<file path="config.mk">
export PLATFORM = sky130hd
export DESIGN_NAME = c3aibadapt_txclk_gate_ctl
export DESIGN_NICKNAME = d
export VERILOG_FILES = /design/src/rtl/c3aibadapt_txclk_gate_ctl.sv
export SDC_FILE = /design/constraint.sdc
export NUM_CORES = 1
export LEC_CHECK = 0
export ABC_AREA = 0
export BUFFER_PORTS_ARGS = -buffer_cell sky130_fd_sc_hd__clkbuf_2
export CAP_MARGIN = 20
export CORE_MARGIN = 1
export CORE_UTILIZATION = 56
export DETAILED_ROUTE_END_ITERATION = 16
export GPL_TIMING_DRIVEN = 0
export PLACE_DENSITY_LB_ADDON = 0.1
export SYNTH_ARGS = -nofsm -noshare
export SYNTH_HDL_FRONTEND = slang
export SYNTH_SLANG_ARGS = --single-unit
</file>
<file path="constraint.sdc">
create_clock -name clk -period 5.1 [get_ports clk]
set_input_delay 0.765 -clock clk [delete_from_list [all_inputs] [get_ports clk]]
set_output_delay 0.765 -clock clk [all_outputs]
set_load 0.05 [all_outputs]
</file>
<file path="src/rtl/c3aibadapt_txclk_gate_ctl.sv">
// ---------------------------------------------------------------------------
// c3aibadapt_txclk_gate_ctl
// Multi-channel TX clock-gating controller. Each channel owns a small FSM
// (OFF / WAKE / ON / DRAIN) that decides when its gate opens, when the
// requester is acknowledged, and how long the clock keeps running after the
// request drops. The gate itself is a low-transparent latch feeding an AND,
// so gated clocks never glitch or produce truncated pulses. A test enable
// forces every gate open without disturbing the FSMs.
// ---------------------------------------------------------------------------
module c3aibadapt_txclk_gate_ctl #(
    parameter int NUM_CH   = 4,
    parameter int WAKE_CYC = 2,
    parameter int IDLE_CYC = 3,
    parameter int CNT_W    = 8
) (
    input  logic              clk,
    input  logic              rst_n,
    input  logic              te,
    input  logic [NUM_CH-1:0] en,
    output logic [NUM_CH-1:0] q,
    output logic [NUM_CH-1:0] ack,
    output logic [NUM_CH-1:0] gate_on,
    output logic              busy
);

    typedef enum logic [1:0] {
        ST_OFF   = 2'd0,
        ST_WAKE  = 2'd1,
        ST_ON    = 2'd2,
        ST_DRAIN = 2'd3
    } state_t;

    localparam logic [CNT_W-1:0] WAKE_LD = CNT_W'(WAKE_CYC);
    localparam logic [CNT_W-1:0] IDLE_LD = CNT_W'(IDLE_CYC);
    localparam logic [CNT_W-1:0] CNT_ONE = CNT_W'(1);

    for (genvar i = 0; i < NUM_CH; i++) begin : g_ch
        state_t           state;
        state_t           state_nxt;
        logic [CNT_W-1:0] cnt;
        logic [CNT_W-1:0] cnt_nxt;
        logic             en_lat;

        // State and countdown register for this channel.
        always_ff @(posedge clk or negedge rst_n) begin
            if (!rst_n) begin
                state <= ST_OFF;
                cnt   <= '0;
            end else begin
                state <= state_nxt;
                cnt   <= cnt_nxt;
            end
        end

        // Next-state logic: wake delay, idle hysteresis, direct DRAIN->ON re-entry.
        // NOTE: combinational blocks use blocking '=' with every output defaulted
        // first; sequential blocks use '<=' so all flops update together.
        always_comb begin
            state_nxt = state;
            cnt_nxt   = cnt;
            unique case (state)
                ST_OFF: begin
                    if (en[i]) begin
                        if (WAKE_CYC == 0) begin
                            state_nxt = ST_ON;
                        end else begin
                            state_nxt = ST_WAKE;
                            cnt_nxt   = WAKE_LD;
                        end
                    end
                end
                ST_WAKE: begin
                    if (!en[i]) begin
                        if (IDLE_CYC == 0) begin
                            state_nxt = ST_OFF;
                            cnt_nxt   = '0;
                        end else begin
                            state_nxt = ST_DRAIN;
                            cnt_nxt   = IDLE_LD;
                        end
                    end else if (cnt == CNT_ONE) begin
                        state_nxt = ST_ON;
                        cnt_nxt   = '0;
                    end else begin
                        cnt_nxt = cnt - CNT_ONE;
                    end
                end
                ST_ON: begin
                    if (!en[i]) begin
                        if (IDLE_CYC == 0) begin
                            state_nxt = ST_OFF;
                            cnt_nxt   = '0;
                        end else begin
                            state_nxt = ST_DRAIN;
                            cnt_nxt   = IDLE_LD;
                        end
                    end
                end
                ST_DRAIN: begin
                    if (en[i]) begin
                        // Clock never stopped, so no fresh wake delay is needed.
                        state_nxt = ST_ON;
                        cnt_nxt   = '0;
                    end else if (cnt <= CNT_ONE) begin
                        state_nxt = ST_OFF;
                        cnt_nxt   = '0;
                    end else begin
                        cnt_nxt = cnt - CNT_ONE;
                    end
                end
                default: begin
                    state_nxt = ST_OFF;
                    cnt_nxt   = '0;
                end
            endcase
        end

        assign gate_on[i] = (state != ST_OFF);
        assign ack[i]     = (state == ST_ON);

        // Gate enable latch: transparent while clk is low, cleared by reset.
        // NOTE: this latch is deliberate; always_latch documents it, whereas an
        // incomplete always_comb would infer the same storage by accident.
        always_latch begin
            if (!rst_n) begin
                en_lat <= te;
            end else if (!clk) begin
                en_lat <= gate_on[i] | te;
            end
        end

        assign q[i] = clk & en_lat;
    end

    assign busy = |gate_on;

endmodule

</file>
==> run metrics, run 1 <==
Cells after Synth 330; Synth warnings 0; register bit count reported by yosys 44; CP Capture Type latch; final WL 6830 um; Total Nets Final 390; switching pwr 1260 uW; Post-CTS Resized 0; antenna-violating nets left 0; Die Wd 72.6 um; gp weighted congestion 0.894; number of synthesized flops with an enable pin 0; Fin. Hold Viols 0; main area contributors after synthesis dfrtp_1 (36%), nand2_1 (4.6%), o21ai_0 (4.1%); fill count 371; switching share of total power 0.478; PD cells 785 nW/um2; die area 5280 um2; max_cap viols 0; Slew Limit Headroom 0.470; initial DRC count 183; DRT Pass-1 Iters 4; GR Util All Layers 0.301; Crit path arrival time 2.66 ns; Comb pwr share 0.480; LEAKAGE 0.00152 uW; vias 2,646; post-synth top area share 0.358; Crit Path Max Fanout 29; VDD IR max 0.466 mV; largest net degree at the start of global routing 46; CTS tree yes; total grt overflow 0; first-pass GRT wire length 12,700 um; Die Ht 72.6 um; Worst-path clk slew 0.03 ns; IO buf count 16; sequential share of power 0.228; status complete, no violations; Critical Path Start rst_n; Placeable Area 4750 um2; number of global-route vias before repair 2,565; CP Launch Type input pin; Setup Fix Bufs, Post-CTS 0; synthesis-to-layout area growth 20.5%; r2r setup slk 1.29 ns; met3 WL post-DR 407 um; met2 wire len 3050 um; share of layout cells above drive strength 1 0.159; clock skew 0.00537 ns; DP HPWL 4110 um; Critical Path RT 3.10 ns; cell taking the most area after synthesis dfrtp_1; IO Count 20; Initial Utilization 0.588; DRC 0; Setup Viol. Count Final 0; initial antenna violation count 0; Slew Limit Fails 0; post-synth net total 345; Vias/cell 5.96; HP Class input pin to clock gate; clock network power share 0.292; Max Used Layer met4; Int Pwr 1380 uW; # diodes 0; Synth Area per Inst 8.47 um2; r2r startpoint g_ch[3].state[0]; ys flop type dfrtp_1; measured slew at the worst slew-check pin 0.787 ns; Clk Latency, worst-skew pair 0.54 ns; Netlist cell types 61; DRT met1 WL 3060 um; Hold Path Origin rst_n; FFs w/ async S/R, synth 0.909; Rows 25; netlist area before placement 2790 um2; Crit Path Category input pin to latch; minimum hold slack 0.112 ns; WL/cell 15.4 um; TNS Setup 0 ns; RSZ-0062 raised after global routing false
## stage by stage
step	worst slack (ns)	utilization	power [uW]	cells	instance area (um2)
after floorplan	1.08	-	1700	330	2790
after global placement	0.709	0.622	1950	413	2960
after detailed placement	0.693	0.622	1970	413	2960
after CTS	0.436	0.702	2640	442	3340
after global routing	0.182	0.708	2890	444	3370
final	0.436	0.708	2640	444	3370
## Yosys cell counts (2+ instances only)
| cell type | n |
|---|---|
| a211o_1 | 2 |
| a211oi_1 | 2 |
| a21o_1 | 6 |
| a21oi_1 | 8 |
| a22o_1 | 3 |
| a311oi_1 | 3 |
| a31oi_1 | 14 |
| a41oi_1 | 2 |
| and2_1 | 7 |
| buf_2 | 7 |
| clkbuf_1 | 9 |
| dfrtp_1 | 40 |
| dlxtp_1 | 4 |
| ha_1 | 8 |
| inv_1 | 26 |
| mux2i_1 | 3 |
| nand2_1 | 34 |
| nand2b_1 | 4 |
| nand3_1 | 16 |
| nand3b_1 | 2 |
| nand4bb_1 | 2 |
| nor2_1 | 22 |
| nor2b_1 | 4 |
| nor3_1 | 10 |
| nor4_1 | 4 |
| nor4b_1 | 2 |
| o211ai_1 | 6 |
| o21a_1 | 2 |
| o21ai_0 | 23 |
| o221ai_1 | 2 |
| o22ai_1 | 6 |
| o31ai_1 | 3 |
| or2_2 | 2 |
| or3b_2 | 2 |
| or4_1 | 2 |
| xnor2_1 | 5 |
| xor2_1 | 9 |
## kinds of logic after synthesis
logic type | count (synthesis) | synth area share
adder cells (fa/ha/maj) | 9 | 0.0394
buffers and inverters | 43 | 0.0609
AND/OR/NAND/NOR | 121 | 0.232
XOR/XNOR | 14 | 0.0439
multiplexers | 3 | 0.0107
AO/OA/AOI/OAI | 96 | 0.233
latches | 4 | 0.0215
flip-flops | 40 | 0.358
## power groups by stage
stage               Clock [uW]  Combinational [uW]  Sequential, uW
floorplan                  115                1020             570
global placement           136                1210             598
detailed placement         136                1240             603
CTS                        789                1250             598
global route               841                1430             622
finish                     772                1270             602
## area by class of cell
class                      instances  area [um2]  area share
buffer                            17        72.6      0.0216
clock buffer                      28         350       0.104
clock inverter                     3        27.5     0.00818
inverter                          26        97.6      0.0290
multi-input combinational        243        1560       0.464
sequential                        44        1060       0.315
tap                               67        83.8      0.0249
timing repair buffer              16         110      0.0327
## layer usage
metal	track usage	up-vias
met1	0.393	1242
li1	-	1284
met3	0.120	31
met5	0.0303	-
met2	0.396	89
met4	0.222	0
## path summary, 6_finish.rpt
path                                  endpoint  cells past startpoint
max in group asynchronous       g_ch[0].cnt[5]                      4
worst min-delay path                clock gate                      4
min in group asynchronous       g_ch[3].cnt[3]                      3
worst max-delay path            g_ch[3].en_lat                      5
worst max register to register  g_ch[3].en_lat                      4
max in group gated                  clock gate                      4
worst min register to register  g_ch[1].cnt[7]                      1
min in group clk                g_ch[1].cnt[7]                      1
## what timing repair did
action / CTS / global route
endpoints found under the setup margin: 0 / 0
hold buffers: 2 / 1
endpoints found under the hold margin: 1 / 1
## sequential cells by signal, summed over array words and instances, names as in the netlist
name,count
g_ch.cnt,32
g_ch.en_lat,4
g_ch.state,8
## cells in the final DEF (no fill, tap or decap), types with 5 or more instances in the layout
cell / netlist / layout
and2_1: 7 / 7
clkbuf_8: 0 / 24
nor3_1: 10 / 10
nor2_1: 22 / 22
xnor2_1: 5 / 5
o22ai_1: 6 / 6
dfrtp_1: 40 / 40
xor2_1: 9 / 9
ha_1: 8 / 8
clkbuf_2: 0 / 16
nand2_1: 34 / 34
a31oi_1: 14 / 14
clkbuf_1: 9 / 9
a21o_1: 6 / 6
o21ai_0: 23 / 23
a21oi_1: 8 / 8
nand3_1: 16 / 16
o211ai_1: 6 / 6
buf_2: 7 / 7
inv_1: 26 / 26
## worst max-delay path, stage by stage
cell	delay [ns]
dlygate4sd3_1	0.52
dlygate4sd3_1	0.54
clkbuf_2	0.40
buf_12	0.26
a21o_1	0.17
(Power assumes the default switching activity.)
==> inputs of run 2 (changes only) <==
PLACE_DENSITY = 0.75   (was default)
PLACE_DENSITY_LB_ADDON = default   (was 0.1)
==> run 2 against run 1 <==
  * The run now ends with negative hold slack left
  * Via count hardly changed
  * Wire length is 4.6% lower
  * Register-to-register slack better by 0.02 ns
  * Clock-buffer cell count stayed put
  * Clock power is 5.3% lower
  * Critical path depth is 3 lower
  * Non-clock buffer count stayed put
  * Clock skew is 0.019 ns higher
  * Setup slack better by 0.056 ns
  * Core utilization is 0.26 points lower
  * Combinational power hardly changed
  * Sequential share of layout area is 0.12 points higher
==> run metrics, run 2 (synthesized netlist as in run 1, its figures left out) <==
status finished with violations; failing checks negative hold slack; worst reg2reg path depth 4; initial antenna violation count 0; Vias/cell 5.96; die area 5280 um2; Int Pwr 1350 uW; Fin. Hold Viols 1; Clk Latency, worst-skew pair 0.54 ns; synthesis-to-layout area growth 20.0%; share of layout cells above drive strength 1 0.159; sequential share of power 0.231; Die Wd 72.6 um; max_cap viols 0; IO Count 20; measured slew at the worst slew-check pin 0.787 ns; Total Nets Final 390; biggest regs g_ch.cnt: 32 flops, g_ch.state: 8 flops, g_ch.en_lat: 4 flops; LEAKAGE 0.00151 uW; HP Class input pin to clock gate; DRC 0; Die Ht 72.6 um; VDD IR max 0.460 mV; GR Util All Layers 0.297; number of global-route vias before repair 2,620; minimum hold slack -0.00959 ns; largest net degree at the start of global routing 46; clock skew 0.0242 ns; Slew Limit Headroom 0.471; DRT Pass-1 Iters 4; CP Launch Type latch; initial DRC count 278; switching pwr 1240 uW; first-pass GRT wire length 12,500 um; Setup Fix Bufs, Post-CTS 0; vias 2,648; CTS tree yes; RSZ-0062 raised after global routing false; commonest non-fill, non-tap cell in the layout dfrtp_1; IO buf count 16; Worst path slowest cell dlxtp_1; antenna-violating nets left 0; Setup Viol. Count Final 0; PD cells 774 nW/um2; Worst-path clk slew 0.03 ns; final WL 6520 um; Largest Register g_ch.cnt; Crit Path Max Fanout 1; Critical Path RT 4.34 ns; gp weighted congestion 0.941; total grt overflow 0; Critical Path Start g_ch[3].en_lat; Comb pwr share 0.487; clock network power share 0.282; WL/cell 14.7 um; max incr delay on CP 0.30 ns; crit-path cells and2_1, clkbuf_2; most frequent cells in the layout dfrtp_1 (40), nand2_1 (34), inv_1 (26); fill count 376; Setup Slack @ Placement 0.685 ns; Placeable Area 4750 um2; RR Endpoint g_ch[2].en_lat; crit path to q[3]; TNS Setup 0 ns; Crit Path Category latch to output pin; r2r setup slk 1.31 ns; setup ws final 0.492 ns; Initial Utilization 0.588; CP Capture Type output pin; switching share of total power 0.478; DP HPWL 4170 um; # diodes 0; max reg flops 32; Crit path arrival time 3.84 ns; Slew Limit Fails 0; Rows 25; r2r startpoint g_ch[2].state[0]
==> run 2: final cells by class <==
cell class / count / area, um2 / area share
plain buffers: 17 / 72.6 / 0.0216
clock buffers: 28 / 350 / 0.104
clock inverters: 3 / 15.0 / 0.00448
inverters: 26 / 97.6 / 0.0291
multi-input cells: 243 / 1560 / 0.466
flip-flops and latches: 44 / 1060 / 0.316
well taps: 67 / 83.8 / 0.0250
repair buffers: 16 / 110 / 0.0328
==> run 2: metal layers <==
metal / up-vias / track usage / wire length, um
li1: 1285 / - / -
met1: 1263 / 0.386 / 2920
met2: 91 / 0.413 / 3110
met3: 9 / 0.124 / 405
met4: 0 / 0.176 / 87
met5: - / 0 / 0
==> run 2: power by group through the flow <==
stage	Combinational, uW	Sequential [uW]	Clock [uW]
CTS	1250	596	748
finish	1260	599	731
global route	1420	636	791
detailed placement	1240	603	136
floorplan	1020	570	115
global placement	1210	597	136
==> run 2: through the flow <==
| stage | util | instances | area, um2 | hold WS [ns] | total power [uW] |
|---|---|---|---|---|---|
| global placement | 0.622 | 413 | 2960 | -1.11 | 1950 |
| floorplan | - | 330 | 2790 | -1.79 | 1700 |
| global route | 0.705 | 444 | 3350 | 0.106 | 2850 |
| CTS | 0.699 | 442 | 3320 | 0.0676 | 2600 |
| detailed placement | 0.622 | 413 | 2960 | -1.10 | 1980 |
| finish | 0.705 | 444 | 3350 | -0.00959 | 2590 |
==> run 2: what timing repair did <==
| item | CTS | global route |
|---|---|---|
| hold buffers | 2 | 1 |
| resized for setup | 0 | 0 |
| hold endpoints to repair | 1 | 1 |
==> run 2: worst min path at each step <==
stage	slack, ns	end	depth (start not counted)	start
after floorplan	-1.79	clock gate	0	rst_n
after global placement	-1.11	clock gate	1	rst_n
after detailed placement	-1.10	clock gate	1	rst_n
after CTS	0.07	clock gate	3	rst_n
after global routing	0.11	clock gate	4	rst_n
final	-0.01	clock gate	4	rst_n
==> run 2: worst max-delay path: cells and delay by family (launching register included) <==
| family | cells | cell delay (ns) |
|---|---|---|
| latches | 1 | 0.30 |
| buf+inv | 1 | 0.28 |
| simple gates | 1 | 0.15 |
